<file path="src/rtl/vga_scanout_if.sv">
// Framebuffer read port between the scanout engine and memory.
// master: mem_req/mem_addr out, mem_ack/mem_rdata in; slave is the mirror.
interface vga_scanout_if;
    logic        mem_req;
    logic [14:0] mem_addr;
    logic        mem_ack;
    logic [7:0]  mem_rdata;

    modport master (
        output mem_req,
        output mem_addr,
        input  mem_ack,
        input  mem_rdata
    );

    modport slave (
        input  mem_req,
        input  mem_addr,
        output mem_ack,
        output mem_rdata
    );
endinterface

</file>
<file path="src/rtl/vga_scanout.sv">
// 640x480 VGA scanout of a 160x120 byte framebuffer (4x4 replication).
// Ports: clk, reset_n (async, active-low), mem (framebuffer read port),
// color/hsync/vsync/blank/vblank_pulse (registered video outputs).
// Optional SCANOUT_UNDERRUN_EN adds underrun (sticky) / underrun_clr.
module vga_scanout #(
    parameter int VACT = 480,
    parameter int VFP  = 10,
    parameter int VSW  = 2,
    parameter int VBP  = 33
) (
    input  logic          clk,
    input  logic          reset_n,
    vga_scanout_if.master mem,
    output logic [7:0]    color,
    output logic          hsync,
    output logic          vsync,
    output logic          blank,
    output logic          vblank_pulse
`ifdef SCANOUT_UNDERRUN_EN
    ,
    output logic          underrun,
    input  logic          underrun_clr
`endif
);
    localparam logic [9:0] V_ACT  = 10'(VACT);
    localparam logic [9:0] V_SYNC = 10'(VACT + VFP);
    localparam logic [9:0] V_SEND = 10'(VACT + VFP + VSW - 1);
    localparam logic [9:0] V_LAST = 10'(VACT + VFP + VSW + VBP - 1);

    logic [9:0]  hcount;
    logic [9:0]  vcount;
    logic [9:0]  next_line;
    logic        h_last;
    logic        v_last;
    logic        active;
    logic        flush;
    logic        start;
    logic [14:0] row;
    logic [14:0] row_base;

    logic [7:0]  fifo [4];
    logic [1:0]  wp;
    logic [1:0]  rp;
    logic [2:0]  cnt;
    logic [7:0]  col;
    logic        fetch_en;
    logic        req;
    logic [14:0] addr;

    logic        pop_slot;
    logic        empty;
    logic        pop;
    logic        push;
    logic [2:0]  cnt_nx;
    logic [7:0]  col_nx;
    logic        en_nx;
    logic        req_nx;

    assign h_last    = hcount == 10'd799;
    assign v_last    = vcount == V_LAST;
    assign active    = (hcount < 10'd640) && (vcount < V_ACT);
    assign next_line = v_last ? 10'd0 : vcount + 10'd1;
    // Every line end flushes; only a following active line re-arms fetch.
    assign flush     = hcount == 10'd640;
    assign start     = flush && (next_line < V_ACT);

    // row*160 = row*128 + row*32
    assign row      = {7'd0, next_line[9:2]};
    assign row_base = (row << 7) + (row << 5);

    assign pop_slot = active && (hcount[1:0] == 2'd3);
    assign empty    = cnt == 3'd0;
    assign pop      = pop_slot && !empty;
    assign push     = req && mem.mem_ack && !flush;

    always_comb begin
        cnt_nx = cnt + {2'd0, push} - {2'd0, pop};
        col_nx = col + {7'd0, push};
        en_nx  = fetch_en;
        if (flush) begin
            cnt_nx = 3'd0;
            col_nx = 8'd0;
            en_nx  = start;
        end
    end

    // Registered request: decided from next-cycle FIFO state so a full
    // FIFO or finished line never sees a request.
    assign req_nx = en_nx && (cnt_nx < 3'd4) && (col_nx < 8'd160);

    assign mem.mem_req  = req;
    assign mem.mem_addr = addr;

    always_ff @(posedge clk) begin
        if (push) begin
            fifo[wp] <= mem.mem_rdata;
        end
    end

    always_ff @(posedge clk or negedge reset_n) begin
        if (!reset_n) begin
            hcount       <= 10'd0;
            vcount       <= 10'd0;
            wp           <= 2'd0;
            rp           <= 2'd0;
            cnt          <= 3'd0;
            col          <= 8'd0;
            fetch_en     <= 1'b1;
            req          <= 1'b0;
            addr         <= 15'd0;
            color        <= 8'd0;
            hsync        <= 1'b1;
            vsync        <= 1'b1;
            blank        <= 1'b1;
            vblank_pulse <= 1'b0;
        end else begin
            if (h_last) begin
                hcount <= 10'd0;
                vcount <= next_line;
            end else begin
                hcount <= hcount + 10'd1;
            end

            cnt      <= cnt_nx;
            col      <= col_nx;
            fetch_en <= en_nx;
            req      <= req_nx;

            if (flush) begin
                wp   <= 2'd0;
                rp   <= 2'd0;
                addr <= row_base;
            end else begin
                if (push) begin
                    wp <= wp + 2'd1;
                    // Hold on the last byte so addr stays inside the row.
                    if (col != 8'd159) begin
                        addr <= addr + 15'd1;
                    end
                end
                if (pop) begin
                    rp <= rp + 2'd1;
                end
            end

            color        <= (active && !empty) ? fifo[rp] : 8'd0;
            hsync        <= !((hcount >= 10'd656) && (hcount <= 10'd751));
            vsync        <= !((vcount >= V_SYNC) && (vcount <= V_SEND));
            blank        <= !active;
            vblank_pulse <= (hcount == 10'd0) && (vcount == V_ACT);
        end
    end

`ifdef SCANOUT_UNDERRUN_EN
    always_ff @(posedge clk or negedge reset_n) begin
        if (!reset_n) begin
            underrun <= 1'b0;
        end else if (pop_slot && empty) begin
            underrun <= 1'b1;
        end else if (underrun_clr) begin
            underrun <= 1'b0;
        end
    end
`endif
endmodule

</file>
<file path="src/flat_wrapper.sv">
// flat-port wrapper written by rule: the top's interface ports become plain ports
module vga_scanout_flat 
#(
    parameter int VACT = 480,
    parameter int VFP  = 10,
    parameter int VSW  = 2,
    parameter int VBP  = 33
)
  (clk, reset_n, color, hsync, vsync, blank, vblank_pulse, mem_mem_req, mem_mem_addr, mem_mem_ack, mem_mem_rdata);
  vga_scanout_if mem_i ();
  input  logic clk;
  input  logic reset_n;
  output logic [7:0] color;
  output logic hsync;
  output logic vsync;
  output logic blank;
  output logic vblank_pulse;
  output wire logic [$bits(mem_i.mem_req)-1:0] mem_mem_req;
  output wire logic [$bits(mem_i.mem_addr)-1:0] mem_mem_addr;
  input wire logic [$bits(mem_i.mem_ack)-1:0] mem_mem_ack;
  input wire logic [$bits(mem_i.mem_rdata)-1:0] mem_mem_rdata;
  assign mem_mem_req = mem_i.mem_req;
  assign mem_mem_addr = mem_i.mem_addr;
  assign mem_i.mem_ack = mem_mem_ack;
  assign mem_i.mem_rdata = mem_mem_rdata;
  vga_scanout #(.VACT(VACT), .VFP(VFP), .VSW(VSW), .VBP(VBP)) u_core (.clk(clk), .reset_n(reset_n), .mem(mem_i), .color(color), .hsync(hsync), .vsync(vsync), .blank(blank), .vblank_pulse(vblank_pulse));
endmodule
</file>
<file path="config.mk">
export PLATFORM = sky130hd
export DESIGN_NAME = vga_scanout_flat
export DESIGN_NICKNAME = d
export VERILOG_FILES = /design/src/rtl/vga_scanout_if.sv /design/src/rtl/vga_scanout.sv /design/src/flat_wrapper.sv
export SDC_FILE = /design/constraint.sdc
export NUM_CORES = 1
export LEC_CHECK = 0
export CAP_MARGIN = 20
export CORE_UTILIZATION = 55
export CTS_CLUSTER_DIAMETER = 80
export DETAILED_ROUTE_END_ITERATION = 7
export PLACE_DENSITY = 0.83
export SYNTH_ARGS = -nofsm -noshare
export SYNTH_HDL_FRONTEND = slang
export SYNTH_SLANG_ARGS = --single-unit
</file>
<file path="constraint.sdc">
create_clock -name clk -period 6.55 [get_ports clk]
set_clock_uncertainty 0.15 [all_clocks]
set_input_delay 1.965 -clock clk [delete_from_list [all_inputs] [get_ports clk]]
set_output_delay 1.965 -clock clk [all_outputs]
set_load 0.01 [all_outputs]
</file>
==> results.py <==
metrics = {
    "status": {
        "status": "complete, no violations",
    },
    "floorplanning": {
        "fp.dieW_um": 94.2,
        "dieArea_mm2": 0.00887,
        "core-area_mm2": 0.00822,
        "rows": 33,
        "die_height_um": 94.2,
        "num_io_pins": 39,
        "start_util": 0.569,
    },
    "clocking": {
        "post_cts_buffers": 0,
        "cts.repair.resized": 0,
        "cts_buffers": 9,
        "cts_htree_levels": 3,
        "root_buffer": "clkbuf_8",
        "ctsHoldBuffers": 0,
        "clkLatencyLatePin_ns": 0.37,
        "clock-sinks": 96,
        "cts_tree": "yes",
        "cts_buffer_depth": 2,
        "clkSlewWorstSetupHoldPaths_ns": 0.09,
    },
    "pwr": {
        "p_leak_uw": 0.00222,
        "ir_drop_mv": 0.113,
        "power.density_mw_per_mm2": 194,
    },
    "place": {
        "portBuffers": 38,
        "dp_hpwl_um": 6020,
        "dp.cells": 532,
        "finalWeightedCongestion": 0.846,
        "placed_cell_area_mm2": 0.00516,
    },
    "cells_and_area": {
        "mostFrequentLayoutCell": "dfrtp_1",
        "fin_util": 0.654,
        "final_cell_mix": "dfrtp_1, clkdlybuf4s50_1, nor2_1",
        "antenna_cells": 0,
        "area_growth_pct": 14.9,
        "drive_above_1_share": 0.108,
        "fin_cells": 548,
        "fin_nets": 470,
        "stdcell_area_mm2": 0.00537,
        "fill_cells": 598,
    },
    "synth": {
        "yosys_warnings": 0,
        "synth_compound_gate_area_share": 0.0570,
        "synth_enable_flop_cells": 32,
        "synth_xor_area_frac": 0.0824,
        "synthSimpleGateAreaFrac": 0.169,
        "syn_area_per_cell_um2": 11.7,
        "synth_top_area_share": 0.321,
        "syn-num-nets": 431,
        "synth_area_mm2": 0.00467,
        "synth_top_family_by_area": "simple AND/OR/NAND/NOR gates",
        "synth-async-reset-ratio": 0.667,
        "synth_ff_type": "dfrtp_1",
        "yosys-top-cells-area": "dfrtp_1, edfxtp_1, ha_1",
        "muxShareOfSynthArea": 0.0546,
        "ys_types": 55,
        "ys_ff_latch": 96,
        "syn_inst": 399,
        "synth_top_area_cell": "dfrtp_1",
        "yosysSeqAreaShare": 0.549,
        "synth_fa_ha_area_frac": 0.0594,
    },
    "setup_path": {
        "cp-start-kind": "input pin",
        "reg2reg_depth": 12,
        "ff2ff_setup_slack_ns": 2.96,
        "critical_path_depth": 9,
        "crit_path_end_kind": "register",
        "cp_max_fo": 3,
        "cp.required_ns": 6.64,
        "max_stage_delay_ns": 0.47,
        "critPathKind": "input pin to register",
        "worst_path_max_delay_cell": "clkdlybuf4s50_1",
        "path_buf_inv": 1,
        "crit_chain": "clkdlybuf4s50_1, nand2_1, nor2_1, ha_1, ha_1, nand2_1, xnor2_1, a311oi_1, a221oi_2",
        "critPathTopFamily": "buffers and inverters",
        "crit_arrival_ns": 3.77,
    },
    "drt": {
        "drcViolationCount": 0,
        "wl_per_cell_um": 16.1,
        "drt_iter0_drc": 187,
        "drt-total-wl_um": 8810,
        "vias_per_cell": 5.71,
        "ant_nets": 0,
        "num_vias": 3127,
        "first_pass_iters": 4,
    },
    "sta": {
        "slew_headroom": 0.455,
        "finalHoldViolCount": 0,
        "worst_pin_slew_ns": 0.818,
        "setup_violations": 0,
        "fmaxAchievable_ghz": 0.271,
        "period_needed_ns": 3.68,
        "grt_setup_unrepaired": "no",
        "setup-tns-final_ns": 0,
        "slew_viol_final": 0,
        "post-route-period-util": 0.562,
    },
    "grt": {
        "globalRoute.totalOverflow": 0,
        "grt_usage": 0.223,
        "use_met3": 0.0380,
        "use_met1": 0.307,
        "grt_max_degree": 65,
        "grt_pass1_wl_um": 15100,
        "grt_use_met2": 0.348,
        "grt_pass1_vias": 3161,
        "gr-max-usage-layer": "met2",
        "antenna_found_initial": 0,
    },
    "min_path": {
        "holdPathStages": 2,
        "hold_class": "register to register",
    },
    "run": {
        "drv_cap": 0,
    },
}
==> stage by stage <==
| stage | power (uW) | setup slack (ns) | hold WS [ns] |
|---|---|---|---|
| after global placement | 648 | 2.59 | 0.337 |
| after floorplan | 632 | 3.12 | 0.317 |
| after CTS | 1050 | 2.90 | 0.368 |
| final | 1040 | 2.87 | 0.362 |
| after global routing | 1070 | 2.73 | 0.377 |
| after detailed placement | 648 | 2.49 | 0.346 |
==> power by group <==
part	internal (uW)	switching, uW
combinational	5.36	10.4
clock	185	221
sequential	620	0
total	810	232
==> registers in the layout (all words and copies together) (netlist names) <==
signal and flops:
u_core.color 8, u_core.vblank_pulse 1, u_core.mem.mem_addr 15, u_core.hsync 1, u_core.wp 2, u_core.vsync 1
u_core.vcount 10, u_core.fetch_en 1, u_core.hcount 10, u_core.blank 1, u_core.fifo 32, u_core.rp 2
u_core.cnt 3, u_core.col 8, u_core.mem.mem_req 1
==> area by class of cell <==
type                       instances  area [um^2]  area share
timing repair buffer              43          413      0.0769
clock buffer                       9          124      0.0231
sequential                        96         2570       0.478
multi-input combinational        269         1980       0.368
clock inverter                     7         86.3      0.0161
tap                              105          131      0.0245
inverter                          19         71.3      0.0133
==> cells in the mapped netlist (2+ instances only) <==
master and n:
xnor2_1 17, buf_2 2, and4_1 4, xor2_1 27, or3_1 2, ha_1 19
nand2_1 32, clkbuf_1 10, dfrtp_1 60, o31ai_1 3, and2_1 14, nor2_1 35
or4b_2 2, nand3_1 17, o22ai_1 3, dfstp_2 4, mux4_2 8, mux2i_1 5
nand2b_1 2, a211oi_1 2, edfxtp_1 32, and3_1 8, o21ai_0 12, inv_1 19
a21oi_1 3, nor4_1 4, o21a_1 3, nor3_1 8, fa_1 2, buf_1 2
nand4_1 11, or2_2 4
==> worst reg2reg max path, stage by stage, from the launching register on <==
cell      delay, ns
dfrtp_1        0.43
inv_1          0.10
ha_1           0.18
or4b_4         0.49
nor4b_2        0.47
or2_2          0.26
inv_1          0.08
ha_1           0.31
a211oi_1       0.40
o21bai_1       0.13
a21oi_1        0.18
xor2_1         0.21
mux2i_1        0.10
==> logic make-up after synthesis <==
family,count (synthesis)
simple gates,151
flops,96
xor+xnor,44
compound gates,38
buf+inv,34
fa+ha+maj,21
mux,15
==> layer usage <==
layer	wire (um)	share of wire	vias to the layer above
met1	4120	0.47	1573
met3	296	0.034	14
met2	4250	0.48	62
met4	149	0.017	0
li1	-	-	1478
met5	0	0	-
==> path summary, 6_finish.rpt <==
path,from,endpoint
worst max-delay path,mem_mem_ack,u_core.mem.mem_req$_DFF_PN0_
worst max register to register,u_core.vcount[0]$_DFFE_PN0N_,u_core.mem.mem_addr[12]$_DFFE_PN0P_
max in group asynchronous,reset_n,u_core.cnt[0]$_DFF_PN0_
worst min register to register,u_core.fetch_en$_DFF_PN1_,u_core.fetch_en$_DFF_PN1_
min in group asynchronous,reset_n,u_core.color[1]$_DFF_PN0_
worst min-delay path,u_core.fetch_en$_DFF_PN1_,u_core.fetch_en$_DFF_PN1_
Note: power is estimated with default switching activity, not from simulation.
